### src/rtl/card_deal_arbiter.sv
// Round-robin arbiter sharing one card LUT between NREQ requesters, with redraw and deal limit.
// Optional DECK_TRACK_EN: per-rank counts cap each rank at four deliveries per round.
module card_deal_arbiter #(
  parameter int unsigned NREQ      = 2,
  parameter int unsigned LUT_LAT   = 1,
  parameter int unsigned MAX_DEAL  = 10,
  parameter int unsigned RETRY_MAX = 15
) (
  input  logic            clk,
  input  logic            rst_n,
  input  logic [NREQ-1:0] req,
  input  logic            new_round,
  output logic            lut_pip,
  input  logic [3:0]      lut_number,
  output logic [NREQ-1:0] done,
  output logic [3:0]      card_out,
  output logic            busy,
  output logic            deck_empty,
  output logic [5:0]      deal_cnt,
  output logic            err
);

  localparam int unsigned IW = $clog2(NREQ);
  localparam int unsigned RW = (RETRY_MAX > 0) ? $clog2(RETRY_MAX + 1) : 1;
  localparam logic [RW-1:0] RetryLast = RW'(RETRY_MAX);
  localparam logic [5:0]    DealMax   = 6'(MAX_DEAL);
  localparam logic [1:0]    WaitLast  = 2'(LUT_LAT - 2);

  typedef enum logic [2:0] {StIdle, StIssue, StWait, StCheck, StDeliver} state_e;

  state_e          state_q;
  logic [IW-1:0]   ptr_q;
  logic [IW-1:0]   gnt_q;
  logic [RW-1:0]   retry_q;
  logic [1:0]      wait_q;

  logic            gnt_found;
  logic [IW-1:0]   gnt_idx;
  logic [31:0]     search_idx;
  logic            rank_ok;
  logic            redraw;

  // First set request at or after the pointer, wrapping mod NREQ.
  always_comb begin
    gnt_found  = 1'b0;
    gnt_idx    = '0;
    search_idx = '0;
    for (int unsigned i = 0; i < NREQ; i++) begin
      search_idx = (32'(ptr_q) + i) % NREQ;
      if (!gnt_found && req[IW'(search_idx)]) begin
        gnt_found = 1'b1;
        gnt_idx   = IW'(search_idx);
      end
    end
  end

  assign rank_ok = (lut_number != 4'd0) && (lut_number <= 4'd13);

`ifdef DECK_TRACK_EN
  logic [2:0] rank_cnt [13];
  logic [3:0] rank_idx;
  logic       rank_full;

  assign rank_idx  = lut_number - 4'd1;
  assign rank_full = rank_ok && (rank_cnt[rank_idx] == 3'd4);
  assign redraw    = !rank_ok || rank_full;
`else
  assign redraw = !rank_ok;
`endif

  always_ff @(posedge clk or negedge rst_n) begin
    if (!rst_n) begin
      state_q    <= StIdle;
      ptr_q      <= '0;
      gnt_q      <= '0;
      retry_q    <= '0;
      wait_q     <= '0;
      lut_pip    <= 1'b0;
      done       <= '0;
      card_out   <= '0;
      busy       <= 1'b0;
      deck_empty <= 1'b0;
      deal_cnt   <= '0;
      err        <= 1'b0;
`ifdef DECK_TRACK_EN
      for (int r = 0; r < 13; r++) rank_cnt[r] <= '0;
`endif
    end else begin
      lut_pip <= 1'b0;
      done    <= '0;
      err     <= 1'b0;
      unique case (state_q)
        StIdle: begin
          if (new_round) begin
            deal_cnt   <= '0;
            deck_empty <= 1'b0;
            ptr_q      <= '0;
`ifdef DECK_TRACK_EN
            for (int r = 0; r < 13; r++) rank_cnt[r] <= '0;
`endif
          end else if (gnt_found && !deck_empty) begin
            gnt_q   <= gnt_idx;
            retry_q <= '0;
            lut_pip <= 1'b1;
            busy    <= 1'b1;
            state_q <= StIssue;
          end
        end
        StIssue: begin
          if (LUT_LAT == 1) begin
            state_q <= StCheck;
          end else begin
            wait_q  <= '0;
            state_q <= StWait;
          end
        end
        StWait: begin
          if (wait_q == WaitLast) state_q <= StCheck;
          else                    wait_q  <= wait_q + 2'd1;
        end
        StCheck: begin
          if (redraw && (retry_q != RetryLast)) begin
            retry_q <= retry_q + RW'(1);
            lut_pip <= 1'b1;
            state_q <= StIssue;
          end else begin
            done[gnt_q] <= 1'b1;
            card_out    <= lut_number;
            err         <= redraw;
            if (deal_cnt != DealMax) deal_cnt <= deal_cnt + 6'd1;
            deck_empty  <= (deal_cnt == DealMax) || (deal_cnt + 6'd1 == DealMax);
            ptr_q       <= (gnt_q == IW'(NREQ - 1)) ? '0 : gnt_q + IW'(1);
`ifdef DECK_TRACK_EN
            if (rank_ok && (rank_cnt[rank_idx] != 3'd7)) begin
              rank_cnt[rank_idx] <= rank_cnt[rank_idx] + 3'd1;
            end
`endif
            state_q <= StDeliver;
          end
        end
        StDeliver: begin
          busy    <= 1'b0;
          state_q <= StIdle;
        end
        default: state_q <= StIdle;
      endcase
    end
  end

endmodule

### config.mk
export PLATFORM = sky130hd
export DESIGN_NAME = card_deal_arbiter
export DESIGN_NICKNAME = d
export VERILOG_FILES = /design/src/rtl/card_deal_arbiter.sv
export SDC_FILE = /design/constraint.sdc
export NUM_CORES = 1
export LEC_CHECK = 0
export ABC_AREA = 0
export BUFFER_PORTS_ARGS = -buffer_cell sky130_fd_sc_hd__buf_2
export CAP_MARGIN = 20
export CORE_MARGIN = 2
export CORE_UTILIZATION = 53
export DETAILED_ROUTE_END_ITERATION = 8
export PLACE_DENSITY = 0.87
export SYNTH_ARGS = -nofsm -noshare
export SYNTH_HDL_FRONTEND = slang
export SYNTH_SLANG_ARGS = --single-unit
### constraint.sdc
create_clock -name clk -period 2.5 [get_ports clk]
set_clock_uncertainty 0.05 [all_clocks]
set_input_delay 0.5 -clock clk [delete_from_list [all_inputs] [get_ports clk]]
set_output_delay 0.5 -clock clk [all_outputs]
set_load 0.05 [all_outputs]
# Word-level counts from Yosys, hierarchy flattened
# Index checks and enable logic that the tools add are counted.
[word_totals] ram_bits=0 wordCells=102 mem_count=0 latch_bits=0 mem_bits_ro=0 register_bits=27 inputBits=9 out_inout_bits=16
[op_classes] shifts=0 div_mod_pow=0 reduce_logical=21 n_mul=0 n_mux=40 magnitude_cmp=5 eq_ne=16 add_sub_neg=5 bitwise_logic=3
[op_table] operator="$mux W1" n=20
[op_table] operator="$mux W6" n=3
[op_table] operator="$ne A2 B2 Y1 const B" n=7
[op_table] operator="$eq A6 B4 Y1 const B" n=2
[op_table] operator="$mux W3" n=4
[op_table] operator="$mux W4" n=3
[op_table] operator="$pmux W3 S4" n=1
[op_table] operator="$pmux W6 S2" n=1
[op_table] operator="$reduce_and A3 Y1" n=4
[op_table] operator="$pmux W1 S2" n=4
[op_table] operator="$pmux W4 S2" n=1
[op_table] operator="$reduce_and A4 Y1" n=2
[op_table] operator="$add A6 B1 Y6 const B" n=1
[op_table] operator="$eq A3 B2 Y1 const B" n=2
[op_table] operator="$lt A1 B2 Y1 const B" n=3
[op_table] operator="$ne A6 B4 Y1 const B" n=1
[op_table] operator="$logic_and A1 B1 Y1" n=5
[op_table] operator="$add A4 B1 Y4 const B" n=1
[op_table] operator="$le A4 B4 Y1 const B" n=1
[op_table] operator="$mux W2" n=2
[op_table] operator="$ne A4 B4 Y1 const B" n=1
[op_table] operator="$reduce_and A2 Y1" n=2
[op_table] operator="$reduce_bool A2 Y1" n=2
[op_table] operator="$reduce_bool A4 Y1" n=1
[op_table] operator="11 further kinds" n=16

# Logic depth before layout (Yosys ltp)
# Gate-level depths: netlist (run 1).
[depth] depth_word=10 depth_mapped=7 mapped_depth_nobuf=7

# Worst setup path before layout (run 1)
# Ideal clock, no wire load.
[synth_path] kind="input -> register" from="in lut_number[1]" to="reg retry_q[3]" path_slack_ns=0.472 n_path_buf=1 setup_ns=0.066 stages=6 t_arrival_ns=1.912 required_ns=2.384 path_cell_list="nor4_2 > nor2_1 > or3b_1 > buf_2 > or4b_1 > nand2_1"
[synth_between] elab_chain_cells=6 elab_cells_between_ends=7 cone_classes="order compare (1); eq/ne (1); reduce/logical (5)"
[synth_lines] item="start: declaration" line_no="14" rtl="input logic [3:0] lut_number,"
[synth_lines] item="$le A4 B4 Y1 or $reduce_bool A4 Y1 (tied branches)" line_no="57" rtl="assign rank_ok = (lut_number != 4'd0) && (lut_number <= 4'd13);"
[synth_lines] item="$logic_and A1 B1 Y1 *" line_no="57"
[synth_lines] item="$logic_not A1 Y1 *" line_no="68" rtl="assign redraw = !rank_ok;"
[synth_lines] item="$logic_and A1 B1 Y1 *" line_no="122" rtl="if (redraw && (retry_q != RetryLast)) begin"
[synth_lines] item="$ne A2 B2 Y1 (no source line) *"
[synth_lines] item="$reduce_and A4 Y1 (no source line) *"
[synth_lines] item="end signal: assignment" line_no="123" rtl="retry_q <= retry_q + RW'(1);"
[synth_lines] item="end: declaration" line_no="34" rtl="logic [RW-1:0] retry_q;"
# Every way passes the cells marked *; elsewhere a longest branch is shown, timed or not.
# A chain may end at the register's enable or synchronous reset.

# Worst setup path after layout (run 1)
[layout_path] from="reg state_q[2]" to="reg retry_q[3]"
[layout_between] elab_chain_cells=3 elab_cells_between_ends=8 cone_classes="eq/ne (4); mux (1); reduce/logical (3)"
[layout_lines] item="start: declaration" line_no="31" rtl="state_e state_q;"
[layout_lines] item="start signal: assignment" line_no="73" rtl="state_q <= StIdle;"
[layout_lines] item="start signal: assignment" line_no="106" rtl="state_q <= StIssue;"
[layout_lines] item="start signal: assignment" line_no="111" rtl="state_q <= StCheck;"
[layout_lines] item="$eq A3 B2 Y1 or $logic_not A3 Y1 (tied branches)" line_no="92" rtl="unique case (state_q)"
[layout_lines] item="$ne A2 B2 Y1 (no source line) or $reduce_bool A2 Y1 (tied branches)"
[layout_lines] item="$reduce_and A4 Y1 (no source line)"
# Parallel ways exist; a longest one is shown, timed or not.

==> results of run 1 <==
-- layer usage --
| metal | vias to the layer above | part of all wire | GRT usage |
|---|---|---|---|
| li1 | 505 | - | - |
| met1 | 473 | 0.44 | 0.228 |
| met2 | 16 | 0.51 | 0.335 |
| met3 | 2 | 0.037 | 0.0311 |
| met4 | 0 | 0.0057 | 0.0684 |
| met5 | - | 0 | 0 |
-- synthesized netlist by cell type, types with 2 or more instances --
cell type | number | area share
sky130_fd_sc_hd__a21oi_1 | 2 | 0.0078
sky130_fd_sc_hd__a31oi_1 | 2 | 0.0098
sky130_fd_sc_hd__buf_2 | 2 | 0.0078
sky130_fd_sc_hd__clkbuf_1 | 2 | 0.0059
sky130_fd_sc_hd__dfrtp_1 | 27 | 0.53
sky130_fd_sc_hd__ha_1 | 5 | 0.049
sky130_fd_sc_hd__inv_1 | 6 | 0.018
sky130_fd_sc_hd__mux2_2 | 2 | 0.018
sky130_fd_sc_hd__nand2_1 | 19 | 0.056
sky130_fd_sc_hd__nand3_1 | 13 | 0.051
sky130_fd_sc_hd__nand3b_1 | 2 | 0.012
sky130_fd_sc_hd__nor2_1 | 8 | 0.023
sky130_fd_sc_hd__nor3_1 | 3 | 0.012
sky130_fd_sc_hd__nor3b_1 | 2 | 0.012
sky130_fd_sc_hd__o21ai_0 | 10 | 0.039
sky130_fd_sc_hd__o2bb2ai_1 | 2 | 0.014
sky130_fd_sc_hd__xnor2_1 | 2 | 0.014
sky130_fd_sc_hd__xor2_1 | 2 | 0.014
-- worst max-delay path by stage --
stage / startpoint / to / slack (ns) / cells past startpoint
after global routing: state_q[0] / retry_q[3] / 0.42 / 4
after detailed placement: lut_number[1] / retry_q[3] / 0.28 / 6
after global placement: lut_number[1] / retry_q[3] / 0.33 / 6
final: state_q[2] / retry_q[3] / 0.51 / 4
after floorplan: lut_number[1] / retry_q[3] / 0.47 / 6
after CTS: state_q[2] / retry_q[3] / 0.53 / 4
-- sequential cells by signal, summed over array words and instances (netlist names), 2 cells and up --
name	cells
deal_cnt	6
card_out	4
retry_q	4
state_q	3
done	2
wait_q	2
-- metrics by stage --
step	hold slack [ns]	worst slack [ns]	cell area, sq um
6_report	0.115	0.512	1450
3_5_place_dp	0.410	0.281	1430
3_3_place_gp	0.402	0.335	1430
5_1_grt	0.146	0.423	1450
2_1_floorplan	0.154	0.472	1280
4_1_cts	0.130	0.529	1450
-- worst register-to-register path, stage by stage, from the launching register on --
cell,delay [ns]
sky130_fd_sc_hd__dfrtp_1,0.46
sky130_fd_sc_hd__nand3b_1,0.30
sky130_fd_sc_hd__or3b_1,0.51
sky130_fd_sc_hd__or4b_1,0.54
sky130_fd_sc_hd__nand2_1,0.08
-- layout make-up --
| type | count | area share |
|---|---|---|
| sequential | 27 | 0.465 |
| multi-input combinational | 92 | 0.387 |
| timing repair buffer | 25 | 0.0878 |
| tap | 28 | 0.0241 |
| clock buffer | 4 | 0.0181 |
| inverter | 7 | 0.0181 |
-- cells by family (layout without fill, tap and decap cells) --
group | Yosys count | after routing
mux | 2 | 2
xor+xnor | 4 | 4
fa+ha+maj | 5 | 5
simple gates | 57 | 57
buf+inv | 11 | 36
compound gates | 24 | 24
flops | 27 | 27
-- report_power, final --
part | total, mW | internal [mW] | switching (mW) | leakage [nW]
clock | 0.185 | 0.0623 | 0.123 | 0.0150
combinational | 0.812 | 0.243 | 0.569 | 0.355
sequential | 0.741 | 0.590 | 0.151 | 0.350
total | 1.74 | 0.895 | 0.843 | 0.720
==> results_dict.tcl, run 1 <==
set metrics [dict create \
    outcome "finished clean" \
    layout.cells.most_common "sky130_fd_sc_hd__dfrtp_1" \
    routed_wirelength_um 2450 \
    wl_per_cell_um 13.4 \
    maxSlewViolCount 0 \
    floorplan.die.width_um 53.2 \
    post-route-drc-count 0 \
    drive_gt1_frac 0.213 \
    design.portCount 25 \
    critPathLaunchType "flip-flop" \
    grt_pass1_vias 906 \
    io_buffer_count 24 \
    dp_hpwl_um 1820 \
    global_route.overflow_total 0 \
    critical_path.max_stage_delay_ns 0.54 \
    critical_path.max_fanout 8 \
    floorplan.core_area_sq_um 2250 \
    overall_power_mw 1.74 \
    via_count 996 \
    drt_iter0_markers 26 \
    final_cell_mix "27 x sky130_fd_sc_hd__dfrtp_1, 24 x sky130_fd_sc_hd__buf_2, 19 x sky130_fd_sc_hd__nand2_1" \
    critical_path_class "flip-flop to flip-flop" \
    timing.reg2reg.worst_path_depth 4 \
    synth_enable_flop_cells 0 \
    final_util 0.645 \
    transition_at_the_pin_with_the_smallest_max_transition_slack_ns 0.585 \
    synthesis.area_sq_um 1280 \
    final-seq-area_sq_um 676 \
    crit-reg2reg-capture "retry_q[3]" \
    ys.flop_type "sky130_fd_sc_hd__dfrtp_1" \
    worstPathBufferInverterCount 0 \
    finalCritPeriodShare 0.795 \
    global_route.usage.total 0.189 \
    die_area_sq_um 2830 \
    grt_start_max_net_pins 28 \
    report.final.hold_viol_count 0 \
    worst_slew_margin_rel 0.610 \
    grt_antenna_before_repair 0 \
    post-cts-setup-buffer-count 0 \
    place_congestion 0.774 \
    worstPathArrival_ns 2.21 \
    total_number_of_placement_rows 17 \
    synth-xor-area-share 0.0273 \
    ys_seq_elements 27 \
    ant_nets 0 \
    drv.max_cap_violation_count 0 \
    root_buffer "sky130_fd_sc_hd__clkbuf_4" \
    timing.final.setup_violations 0 \
    cts_hold_buffers 0 \
    endpoint_kind "flip-flop" \
    power_per_cell_area_nw_per_um2 1190 \
    setup.reg_to_reg.worst_slack_ns 0.51 \
    worst_hold_path_type "primary input to async pin" \
    path_cells "nand3b_1 > or3b_1 > or4b_1 > nand2_1" \
    clock_sink_count 27 \
    antenna_cells_inserted 0 \
    start_util 0.569 \
    synth-seq-area-share 0.527 \
    tritonroute_pass_1_iters 4 \
    synth.area.mux_share 0.0176 \
    clock_tree_from_tritoncts "built" \
    cts_resized 0 \
    synthSimpleGateAreaFrac 0.226 \
    netlist-cell-type-count 37 \
    compound_cell_area_share_of_the_yosys_netlist 0.119 \
    worstReg2RegStart "state_q[2]" \
    num-nets-final 170 \
    floorplan.die.height_um 53.2 \
    grt_setup_unrepaired "false" \
    synth.avg_cell_area_sq_um 9.87 \
    layout.filler_cells 195 \
    layoutNonFillerInstCount 183 \
    clock_tree.buffer_depth 2 \
    clk_latency_ns 0.31 \
    ys_async_sr_fraction 1.00 \
    ir_drop_worst_case_vdd_v 0.000694 \
    finalSetupTns_ns 0 \
    critPathSlowestCell "sky130_fd_sc_hd__or4b_1" \
    multi_input_area_sq_um 563 \
    synth_top_family_by_area "simple AND/OR/NAND/NOR gates" \
    ys_warn_count 0 \
    cts_htree_levels 1 \
    detail_route.vias_per_cell 5.44 \
    global_route_wire_length_before_repair_um 3880 \
    static-leakage-power_nw 0.720 \
    critical_path.top_delay_family "simple AND/OR/NAND/NOR gates" \
    area.growth.synth_to_final_pct 13.4 \
    critPathRequiredTime_ns 2.72 \
    period_needed_ns 1.99 \
    timing.fmax_mhz 503 \
    mappedNetlistNets 144 \
    path_clk_slew_ns 0.14 \
    synth_adder_area_share 0.0488 \
    numCtsBuffers 3 \
    syn-instance-count 130 \
    dpl.cell_count 179 \
]
Power figures use the tool's default switching activity.
==> run 2: changes to the inputs <==
--- a/config.mk
+++ b/config.mk
@@ -9,9 +9,9 @@
 export BUFFER_PORTS_ARGS = -buffer_cell sky130_fd_sc_hd__buf_2
 export CAP_MARGIN = 20
 export CORE_MARGIN = 2
-export CORE_UTILIZATION = 53
+export CORE_UTILIZATION = 48
 export DETAILED_ROUTE_END_ITERATION = 8
-export PLACE_DENSITY = 0.87
+export PLACE_DENSITY = 0.84
 export SYNTH_ARGS = -nofsm -noshare
 export SYNTH_HDL_FRONTEND = slang
 export SYNTH_SLANG_ARGS = --single-unit
==> constraint.sdc (replaced) <==
create_clock -name clk -period 1.7 [get_ports clk]
set_clock_uncertainty 0.05 [all_clocks]
set_input_delay 0.34 -clock clk [delete_from_list [all_inputs] [get_ports clk]]
set_output_delay 0.34 -clock clk [all_outputs]
set_load 0.05 [all_outputs]
==> results_dict.tcl, run 2 (synthesized netlist as in run 1, its figures left out) <==
set metrics [dict create \
    outcome "finished with violations" \
    violated_checks "negative setup slack" \
    floorplan.die.width_um 55.7 \
    final-seq-area_sq_um 683 \
    switching_share_of_power 0.454 \
    power_per_cell_area_nw_per_um2 1700 \
    drv.max_cap_violation_count 0 \
    worstHoldStart "lut_number[0]" \
    global_route.overflow_total 0 \
    tritonroute_pass_1_iters 4 \
    crit-reg2reg-capture "retry_q[3]" \
    grt_start_max_net_pins 28 \
    design.portCount 25 \
    top_regs "deal_cnt: 6 flops, card_out: 4 flops, retry_q: 4 flops" \
    worst_hold_path_type "primary input to flip-flop" \
    dp_hpwl_um 2180 \
    global_route_wire_length_before_repair_um 4910 \
    critPathRequiredTime_ns 1.92 \
    timing.reg2reg.worst_path_depth 5 \
    place_congestion 0.836 \
    finalCritPeriodShare 1.01 \
    seqPwrFrac 0.353 \
    power_frac_clock 0.093 \
    critical_path_class "flip-flop to flip-flop" \
    worst_slew_margin_rel 0.609 \
    clock_tree_from_tritoncts "built" \
    clk_latency_ns 0.31 \
    start_util 0.513 \
    io_buffer_count 24 \
    final_cell_mix "25 x sky130_fd_sc_hd__buf_4, 24 x sky130_fd_sc_hd__buf_2, 21 x sky130_fd_sc_hd__dfrtp_1" \
    floorplan.die.height_um 55.7 \
    layoutNonFillerInstCount 212 \
    whs_path_depth 3 \
    drt_iter0_markers 24 \
    worstPathArrival_ns 1.93 \
    total_number_of_placement_rows 18 \
    num-nets-final 197 \
    drive_gt1_frac 0.390 \
    report.final.hold_viol_count 0 \
    ant_nets 0 \
    clock_tree.buffer_depth 2 \
    timing.fmax_mhz 582 \
    power.net_switching_mw 1.31 \
    global_route.usage.total 0.199 \
    wl_per_cell_um 13.2 \
    ir_drop_worst_case_vdd_v 0.00102 \
    grt_antenna_before_repair 0 \
    antenna_cells_inserted 0 \
    via_count 1124 \
    root_buffer "sky130_fd_sc_hd__clkbuf_4" \
    timing.final.setup_violations 2 \
    area.growth.synth_to_final_pct 32.8 \
    dpl.cell_count 205 \
    routed_wirelength_um 2790 \
    clock_sink_count 27 \
    detail_route.vias_per_cell 5.30 \
    post-route-drc-count 0 \
    p_comb_frac 0.554 \
    transition_at_the_pin_with_the_smallest_max_transition_slack_ns 0.587 \
    grt_pass1_vias 1129 \
    path_clk_slew_ns 0.14 \
    overall_power_mw 2.89 \
    maxSlewViolCount 0 \
    critical_path.max_fanout 3 \
    grt_setup_unrepaired "true" \
    multi_input_area_sq_um 589 \
    largest_register_ffs 6 \
    hold_slack_ns 0.208 \
    static-leakage-power_nw 0.850 \
    worstReg2RegStart "retry_q[1]" \
    numCtsBuffers 3 \
    holdPathEnd "card_out[0]" \
    least_setup_slack_across_all_paths_after_layout_ns -0.0182 \
    setup.reg_to_reg.worst_slack_ns -0.02 \
    die_area_sq_um 3100 \
    dpl-instance-area_sq_um 1630 \
    cts_htree_levels 1 \
    regMostFlops "deal_cnt" \
    final_util 0.681 \
    int_power_mw 1.58 \
    layout.cells.most_common "sky130_fd_sc_hd__buf_4" \
    floorplan.core_area_sq_um 2500 \
    period_needed_ns 1.72 \
    post-route-cell-area_sq_um 1700 \
    layout.filler_cells 190 \
    endpoint_kind "flip-flop" \
    critPathLaunchType "flip-flop" \
]
-- run 2: cell count changes in the layout (fill, tap and decap cells not counted), moves of 2 or more --
cell	before	now
sky130_fd_sc_hd__buf_4	1	25
sky130_fd_sc_hd__dfrtp_1	27	21
sky130_fd_sc_hd__dfrtp_2	0	6
sky130_fd_sc_hd__buf_6	0	2
-- run 2: worst max path at each step --
stage	start	endpoint	slack [ns]	cells after the start
global placement	lut_number[1]	retry_q[2]	-0.15	7
finish	retry_q[1]	retry_q[3]	-0.02	5
CTS	retry_q[0]	retry_q[3]	-0.04	5
floorplan	state_q[2]	retry_q[3]	-0.09	5
detailed placement	lut_number[1]	retry_q[2]	-0.20	7
global route	retry_q[1]	retry_q[3]	-0.08	5
-- run 2: worst max-delay path: stages, from the launching register on --
cell and delay, ns:
sky130_fd_sc_hd__dfrtp_1 0.41, sky130_fd_sc_hd__ha_2 0.20, sky130_fd_sc_hd__nand3_2 0.08, sky130_fd_sc_hd__or3b_4 0.39
sky130_fd_sc_hd__or4b_1 0.48, sky130_fd_sc_hd__nand2_1 0.08
-- run 2: area by class of cell --
| type | instances | area share |
|---|---|---|
| well taps | 30 | 0.0220 |
| clock buffers | 4 | 0.0154 |
| repair buffers | 52 | 0.200 |
| multi-input cells | 92 | 0.346 |
| flip-flops and latches | 27 | 0.401 |
| inverters | 7 | 0.0154 |
-- run 2: layer usage --
metal,vias to the layer above,routed length [um],global-route usage
li1,559,-,-
met1,534,1200,0.241
met2,23,1430,0.344
met3,8,84,0.0372
met4,0,69,0.0871
met5,-,0,0
-- run 2: stage by stage --
stage,TNS [ns],worst slack [ns]
after global routing,-0.309,-0.0834
after detailed placement,-1.09,-0.203
after global placement,-0.635,-0.147
final,-0.0291,-0.0182
after CTS,-0.0667,-0.0373
after floorplan,-0.209,-0.0911
-- run 2: power by group through the flow --
stage	logic [mW]	registers (mW)	clock network [mW]
floorplan	0.528	1.48	0
global placement	1.50	1.01	0
detailed placement	1.55	1.03	0
CTS	1.57	1.02	0.275
global route	1.73	1.05	0.309
finish	1.60	1.02	0.269
-- run 2: repair_timing --
action,4_1_cts,5_1_grt
pin swaps,0,2
hold buffers,1,0
buffers inserted,0,2
endpoints found under the hold margin,27,0
setup endpoints to repair,5,14
gates resized for setup,3,5
